$ cat config.mk
export PLATFORM = sky130hd
export DESIGN_NAME = pe_tile_sequencer
export DESIGN_NICKNAME = d
export VERILOG_FILES = /design/src/rtl/pe_tile_sequencer.sv
export SDC_FILE = /design/constraint.sdc
export NUM_CORES = 1
export LEC_CHECK = 0
export ABC_AREA = 1
export BUFFER_PORTS_ARGS = -buffer_cell sky130_fd_sc_hd__buf_4
export CORE_MARGIN = 2
export CORE_UTILIZATION = 40
export CTS_CLUSTER_SIZE = 24
export DETAILED_ROUTE_END_ITERATION = 8
export GPL_TIMING_DRIVEN = 1
export SETUP_SLACK_MARGIN = 0.05
export SLEW_MARGIN = 10
export SYNTH_ARGS = -nofsm -noshare
export SYNTH_HDL_FRONTEND = slang
export SYNTH_SLANG_ARGS = --single-unit
$ cat constraint.sdc
create_clock -name i_clk -period 2.9 [get_ports i_clk]
set_input_delay 0.29 -clock i_clk [delete_from_list [all_inputs] [get_ports i_clk]]
set_output_delay 0.29 -clock i_clk [all_outputs]
set_load 0.02 [all_outputs]
$ cat src/rtl/pe_tile_sequencer.sv
// Tile sequencer for one PE row: accepts a multi-tile job, issues one start per tile,
// gathers per-column confEnd pulses, forwards downstream stall and reports completion.
module pe_tile_sequencer #(
  parameter int NPE     = 4,
  parameter int NTILEWD = 8
) (
  input  logic               i_clk,
  input  logic               i_rstn,
  // job descriptor handshake
  input  logic               Job_rdy,
  output logic               Job_ack,
  input  logic [NTILEWD-1:0] i_job_ntile,
  // PE row status and control
  input  logic [NPE-1:0]     i_confEnd,
  input  logic               i_stall_req,
  input  logic               i_abort,
  // shared PE instruction bundle
  output logic               o_inst_dval,
  output logic               o_inst_start,
  output logic               o_inst_reset,
  output logic               o_inst_next,
  output logic               o_inst_stall,
  output logic [NTILEWD-1:0] o_tile_idx,
  output logic               o_busy,
  // completion handshake
  output logic               Done_rdy,
  input  logic               Done_ack
);

  typedef enum logic [2:0] {
    S_IDLE,
    S_START,
    S_RUN,
    S_RELOAD,
    S_DONE,
    S_ABORT
  } state_e;

  state_e             state_q,    state_d;
  logic [NTILEWD-1:0] ntile_q,    ntile_d;
  logic [NTILEWD-1:0] tile_idx_q, tile_idx_d;
  logic [NPE-1:0]     end_seen_q, end_seen_d;

  logic job_xfer;
  logic tile_done;
  logic last_tile;

  assign job_xfer  = Job_rdy && (state_q == S_IDLE);
  // A column ending in the same cycle as the last missing one still counts.
  assign tile_done = &(end_seen_q | i_confEnd);
  // ntile is never 0 outside IDLE/DONE, so ntile-1 cannot underflow where it is used.
  assign last_tile = (tile_idx_q == (ntile_q - NTILEWD'(1)));

  // NOTE: sequential state uses non-blocking assignments only, so every register
  // samples the pre-edge value of every other register regardless of statement order.
  always_ff @(posedge i_clk) begin
    if (!i_rstn) begin
      state_q    <= S_IDLE;
      ntile_q    <= '0;
      tile_idx_q <= '0;
      end_seen_q <= '0;
    end else begin
      state_q    <= state_d;
      ntile_q    <= ntile_d;
      tile_idx_q <= tile_idx_d;
      end_seen_q <= end_seen_d;
    end
  end

  // NOTE: every signal written here gets a default first; a branch that forgets one
  // would otherwise infer a latch.
  always_comb begin
    state_d      = state_q;
    ntile_d      = ntile_q;
    tile_idx_d   = tile_idx_q;
    end_seen_d   = end_seen_q;
    Job_ack      = 1'b0;
    Done_rdy     = 1'b0;
    o_inst_dval  = 1'b0;
    o_inst_start = 1'b0;
    o_inst_reset = 1'b0;
    o_inst_stall = 1'b0;

    unique case (state_q)
      S_IDLE: begin
        Job_ack = 1'b1;
        if (job_xfer) begin
          ntile_d    = i_job_ntile;
          tile_idx_d = '0;
          state_d    = (i_job_ntile == '0) ? S_DONE : S_START;
        end
      end

      S_START, S_RELOAD: begin
        o_inst_dval  = 1'b1;
        o_inst_start = 1'b1;
        end_seen_d   = '0;
        state_d      = i_abort ? S_ABORT : S_RUN;
      end

      S_RUN: begin
        o_inst_dval  = 1'b1;
        o_inst_stall = i_stall_req;
        end_seen_d   = end_seen_q | i_confEnd;
        if (i_abort) begin
          state_d = S_ABORT;
        end else if (tile_done) begin
          if (last_tile) begin
            state_d = S_DONE;
          end else begin
            // Index advances on the way into RELOAD so it is visible with that start.
            tile_idx_d = tile_idx_q + NTILEWD'(1);
            state_d    = S_RELOAD;
          end
        end
      end

      S_DONE: begin
        Done_rdy = 1'b1;
        if (Done_ack) state_d = S_IDLE;
      end

      S_ABORT: begin
        o_inst_dval  = 1'b1;
        o_inst_reset = 1'b1;
        state_d      = S_IDLE;
      end

      default: state_d = S_IDLE;
    endcase
  end

  // Tiles restart through start, since PEs fall back to their IDLE on confEnd.
  assign o_inst_next = 1'b0;
  assign o_tile_idx  = tile_idx_q;
  assign o_busy      = (state_q != S_IDLE);

endmodule

Yosys cells after proc, flatten, opt, wreduce, memory -nomap -nowiden:

Cells that the tools add are included.

* output and inout port bits: 16
* flip-flop bits (word level): 23
* memories: 0
* word-level logic and storage cells: 51
* ROM bits: 0
* input bits: 18
* RAM bits: 0
* bits in latches: 0

* add/sub/neg operators: 2
* magnitude comparators: 0
* bitwise gates (word level): 1
* multiply operators: 0
* eq/ne operators: 12
* reduce and logical (&&, ||, !) cells: 12
* shift-type cells: 0
* mux-type cells: 20
* divide/modulo/power cells: 0

Operator list (number)
* two-way mux 8 bit: 4
* two-way mux 3 bit: 7
* one-hot mux 8 bit (2 select lines): 1
* one-hot mux 3 bit (4 select lines): 1
* inequality test 2 bit (second input constant): 5
* adder 8 x 1 -> 8 bit (second input constant): 1
* == test 8 bit: 1
* zero test 8 bit: 1
* one-hot mux 4 bit (2 select lines): 1
* subtractor 8 x 1 -> 8 bit (second input constant): 1
* == test 3 x 2 -> 1 bit (second input constant): 2
* == test 3 bit (second input constant): 2
* two-way mux 1 bit: 6
* AND reduction 5 bit: 1
* OR 4 bit: 1
* AND reduction 4 bit: 1
* nonzero test 2 bit: 2
* OR reduction 4 bit: 1
* == test 3 x 1 -> 1 bit (second input constant): 1
* zero test 3 bit: 1
* inequality test 3 bit (second input constant): 1
* AND reduction 3 bit: 1
* nonzero test 3 bit: 1
* AND reduction 2 bit: 1
* 2 further kinds: 2

Depth between registers and ports, before layout:

* word-level depth: 6
* mapped depth: 14
* gate-level depth less buffers: 14

Worst setup path before layout:

Ideal clock, no wire load.

* path type: flip-flop to flip-flop
* start: reg ntile_q[0]
* end: reg tile_idx_q[1] (netlist: o_tile_idx[1])
* cell stages (with the launch flop): 15
* path slack: 1.237 ns
* setup time: 0.128 ns
* arrival time: 1.535 ns
* buffers on the path: 0
* cell sequence: dfxtp_1 -> inv_2 -> ha_1 -> inv_1 -> nand2_1 -> nand2_1 -> nand2_1 -> nor2_1 -> nand3_1 -> nor2_2 -> nand3_4 -> nand3_4 -> nand2_1 -> nand2_1 -> nor2_1

* word-level cells in the longest chain between the ends: 4

RTL lines
* start, declared: RTL line 40 `logic [NTILEWD-1:0] ntile_q, ntile_d;`
* start signal, assigned: RTL line 64 `ntile_q <= ntile_d;`
* subtractor 8 x 1 -> 8 bit: RTL line 52 `assign last_tile = (tile_idx_q == (ntile_q - NTILEWD'(1)));`
* == test 8 bit: RTL line 52
* inequality test 2 bit (no line)
* AND reduction 5 bit (no line)
* end signal, assigned: RTL line 65 `tile_idx_q <= tile_idx_d;`
* end, declared: RTL line 41 `logic [NTILEWD-1:0] tile_idx_q, tile_idx_d;`

No other way between the ends.
A chain may end at the register's enable or synchronous reset.

Worst setup path after layout:

* start: reg state_q[1]
* end: out o_inst_stall

* word-level cells in the longest chain between the ends: 2

RTL lines
* start, declared: RTL line 39 `state_e state_q, state_d;`
* start signal, assigned: RTL line 63 `state_q <= state_d;`
* == test 3 x 2 -> 1 bit: RTL line 84 `unique case (state_q)`
* two-way mux 1 bit: RTL line 84
* end, declared: RTL line 22 `output logic o_inst_stall,`

No other way between the ends.

==> summary.md <==
| Metric | Value |
|---|---|
| Status | `complete, no violations` |
| RSZ-0062 raised after global routing | `false` |
| Die area | `4250 um^2` |
| Initial DRT Pass Iterations | `4` |
| Cts bufs inserted | `3` |
| Synth warn | `0` |
| Max IR drop VDD | `0.3352 mV` |
| Syn Area/Cell | `6.483 um^2` |
| Routed wire per std cell | `11.97 um` |
| Post-CTS Setup Bufs | `0` |
| Largest net degree at the start of global routing | `14` |
| Vias in the first global route | `1344` |
| NumNets Final | `284` |
| Mapped cell area | `1498 um^2` |
| Total gr overflow | `0` |
| Syn Inst Count | `231` |
| Leak | `0.0008093 uW` |
| Yosys cell types | `30` |
| Crit-path cells | `nand2_2 > nor2_8 > inv_1 > nor2_1 > buf_4` |
| Reg2reg start | `ntile_q[0]` |
| Vias after detailed routing | `1524` |
| Final core utilization | `50.03%` |
| Biggest area consumer among synthesized cells | `dfxtp_1` |
| Clock root cell | `clkbuf_8` |
| PD cells | `569.1 nW/um^2` |
| Cell Rows | `22` |
| Hold_sp | `Done_ack` |
| Number of I/O pins | `34` |
| Final Setup Violations | `0` |
| Setup crit end kind | `output pin` |
| Clock buffer depth | `2` |
| Peak per-stage delay on the critical path | `0.49 ns` |
| Top FF cell, synth | `dfxtp_1` |
| Clk pin slew, worst setup/hold paths | `0.08 ns` |
| Asr flop ratio synth | `0%` |
| First DRT Iteration DRCs | `72` |
| Post-synth top area share | `30.74%` |
| Most frequent cells after synthesis | `nand2_1 (59), nor2_1 (34), dfxtp_1 (23), a21oi_1 (22), inv_1 (21)` |
| Worst skew pair latency | `0.27 ns` |
| Die Ht | `65.19 um` |
| CTS tree | `yes` |
| DRT antenna net count | `0` |
| Share of cells above drive strength 1 | `19.77%` |
| WP data arrival | `1.54 ns` |
| Worst reg2reg setup slack | `1.08 ns` |
| Area growth syn-to-layout | `21.39%` |
| Final TNS setup | `0 ns` |
| Core ar. | `3633 um^2` |
| FF-to-FF End | `o_tile_idx[6]` |
| Starting density of the core | `41.22%` |
| Synthesized Nets | `251` |
| Die width | `65.19 um` |
| First-pass GRT wire length | `6.306 mm` |
| Crit path launch type | `flip-flop` |
| Worst Hold Class | `in -> reg` |
| Hold EP | `state_q[2]` |
| # H-tree levels | `1` |
| Post-synth EDFFs | `0` |
| Hold Crit Depth | `4` |
| Fillers | `393` |
| WL final | `3.722 mm` |
| Final HPWL DP | `2.944 mm` |
| Cts-stage hold buffer count | `0` |
| Via density | `4.900` |
| MaxCap Viol Count | `0` |
| Hold Fails Final Rpt | `0` |
| Fmax achieved | `545.7 MHz` |
| Worst reg2reg path depth | `13` |
| Layout Skew | `0.001186 ns` |
| Total track usage | `19.23%` |
| Final period util | `63.19%` |
| Sequential fraction of the synthesis area | `30.74%` |
| Critical path's slowest cell | `dfxtp_1` |
| Most common cell in the netlist | `nand2_1` |
| Post-layout min period | `1.833 ns` |
| DR DRC count | `0` |
| Crit Path Category | `reg -> out` |
| CTS Sinks | `23` |
| Worst-path maximum fanout | `9` |
| Port buffer count | `32` |
| Synth Register Bits | `23` |
| GPL Wtd Cong | `0.8250` |
| Ant. Diodes | `0` |
| Initial antenna violation count | `0` |
| WP data required | `2.61 ns` |
| Max-slew violations | `0` |
| Post-CTS resize count | `0` |
| Main area contributors after synthesis | `dfxtp_1 (31%), nand2_1 (15%), nor2_1 (8.5%), a21oi_1 (7.4%), inv_1 (5.3%)` |
## where the power goes
part	internal [uW]	total, uW	switching (uW)
registers	348	392	44.8
clock network	96.1	203	107
logic	165	439	274
## cell usage in the layout (no fill, tap or decap), types with 3 or more instances in the layout
cell type  instances
a21oi_1           22
buf_4             32
nand3_1           13
nor3_1             6
nand4_1            8
clkbuf_8           3
inv_2              4
nand2_1           59
xnor2_1            4
o21ai_0            6
nor2_1            34
inv_1             21
nor2_2             4
dfxtp_1           23
xor2_1             5
## worst max-delay path by stage
stage	startpoint	slack, ns	depth (start not counted)	to
after floorplan	ntile_q[0]	1.24	14	o_tile_idx[1]
after global placement	ntile_q[0]	1.10	14	o_tile_idx[1]
after detailed placement	ntile_q[0]	1.09	14	o_tile_idx[1]
after CTS	state_q[1]	1.07	5	o_inst_stall
after global routing	ntile_q[0]	0.91	13	o_tile_idx[4]
final	state_q[1]	1.07	5	o_inst_stall
## worst max-delay path: cells and delay by family, from the launching register on
kind | cells | cell delay [ns]
flip-flops | 1 | 0.49
AND/OR/NAND/NOR | 3 | 0.48
buffers and inverters | 2 | 0.32
## state kept, by name, summed over array words and instances, names as in the netlist
name and cells:
state_q 3, end_seen_q 4, o_tile_idx 8, ntile_q 8
## cells by family (layout without fill, tap and decap cells)
group | Yosys count | count (layout) | share of synthesized area, %
xor gates and xnor gates | 9 | 9 | 5.263
and+or+nand+nor | 134 | 134 | 41.77
other | 1 | 1 | 0.2504
buffers and inverters | 29 | 61 | 8.020
DFF | 23 | 23 | 30.74
adders and majority gates | 2 | 2 | 1.671
AOI/OAI and AO/OA | 33 | 33 | 12.28
## per-stage QoR
step | instance area [um^2] | instances | total power, uW | hold WS [ns] | setup slack (ns)
2_1_floorplan | 1498 | 231 | 716.2 | 0.4159 | 1.237
3_3_place_gp | 1772 | 307 | 844.0 | 0.4761 | 1.103
5_1_grt | 1818 | 311 | 1120 | 0.3120 | 0.9126
4_1_cts | 1818 | 311 | 1049 | 0.3012 | 1.066
3_5_place_dp | 1772 | 307 | 842.2 | 0.4809 | 1.087
6_report | 1818 | 311 | 1035 | 0.3045 | 1.067
## layer usage
metal	wire length [um]	vias to the layer above	track usage [%]
li1	-	813	-
met1	1810	676	26.54
met2	1671	31	29.97
met3	194	4	3.938
met4	46	0	6.250
met5	0	-	0
## cell type report
class                      instances  area (um^2)  share of cell area [%]
clock inverter                     1        5.005                  0.2753
tap                               48        60.06                   3.304
timing repair buffer              32        240.2                   13.21
inverter                          25        93.84                   5.162
clock buffer                       3        41.29                   2.271
sequential                        23        460.4                   25.33
multi-input combinational        179        917.1                   50.45
(Power assumes the default switching activity.)
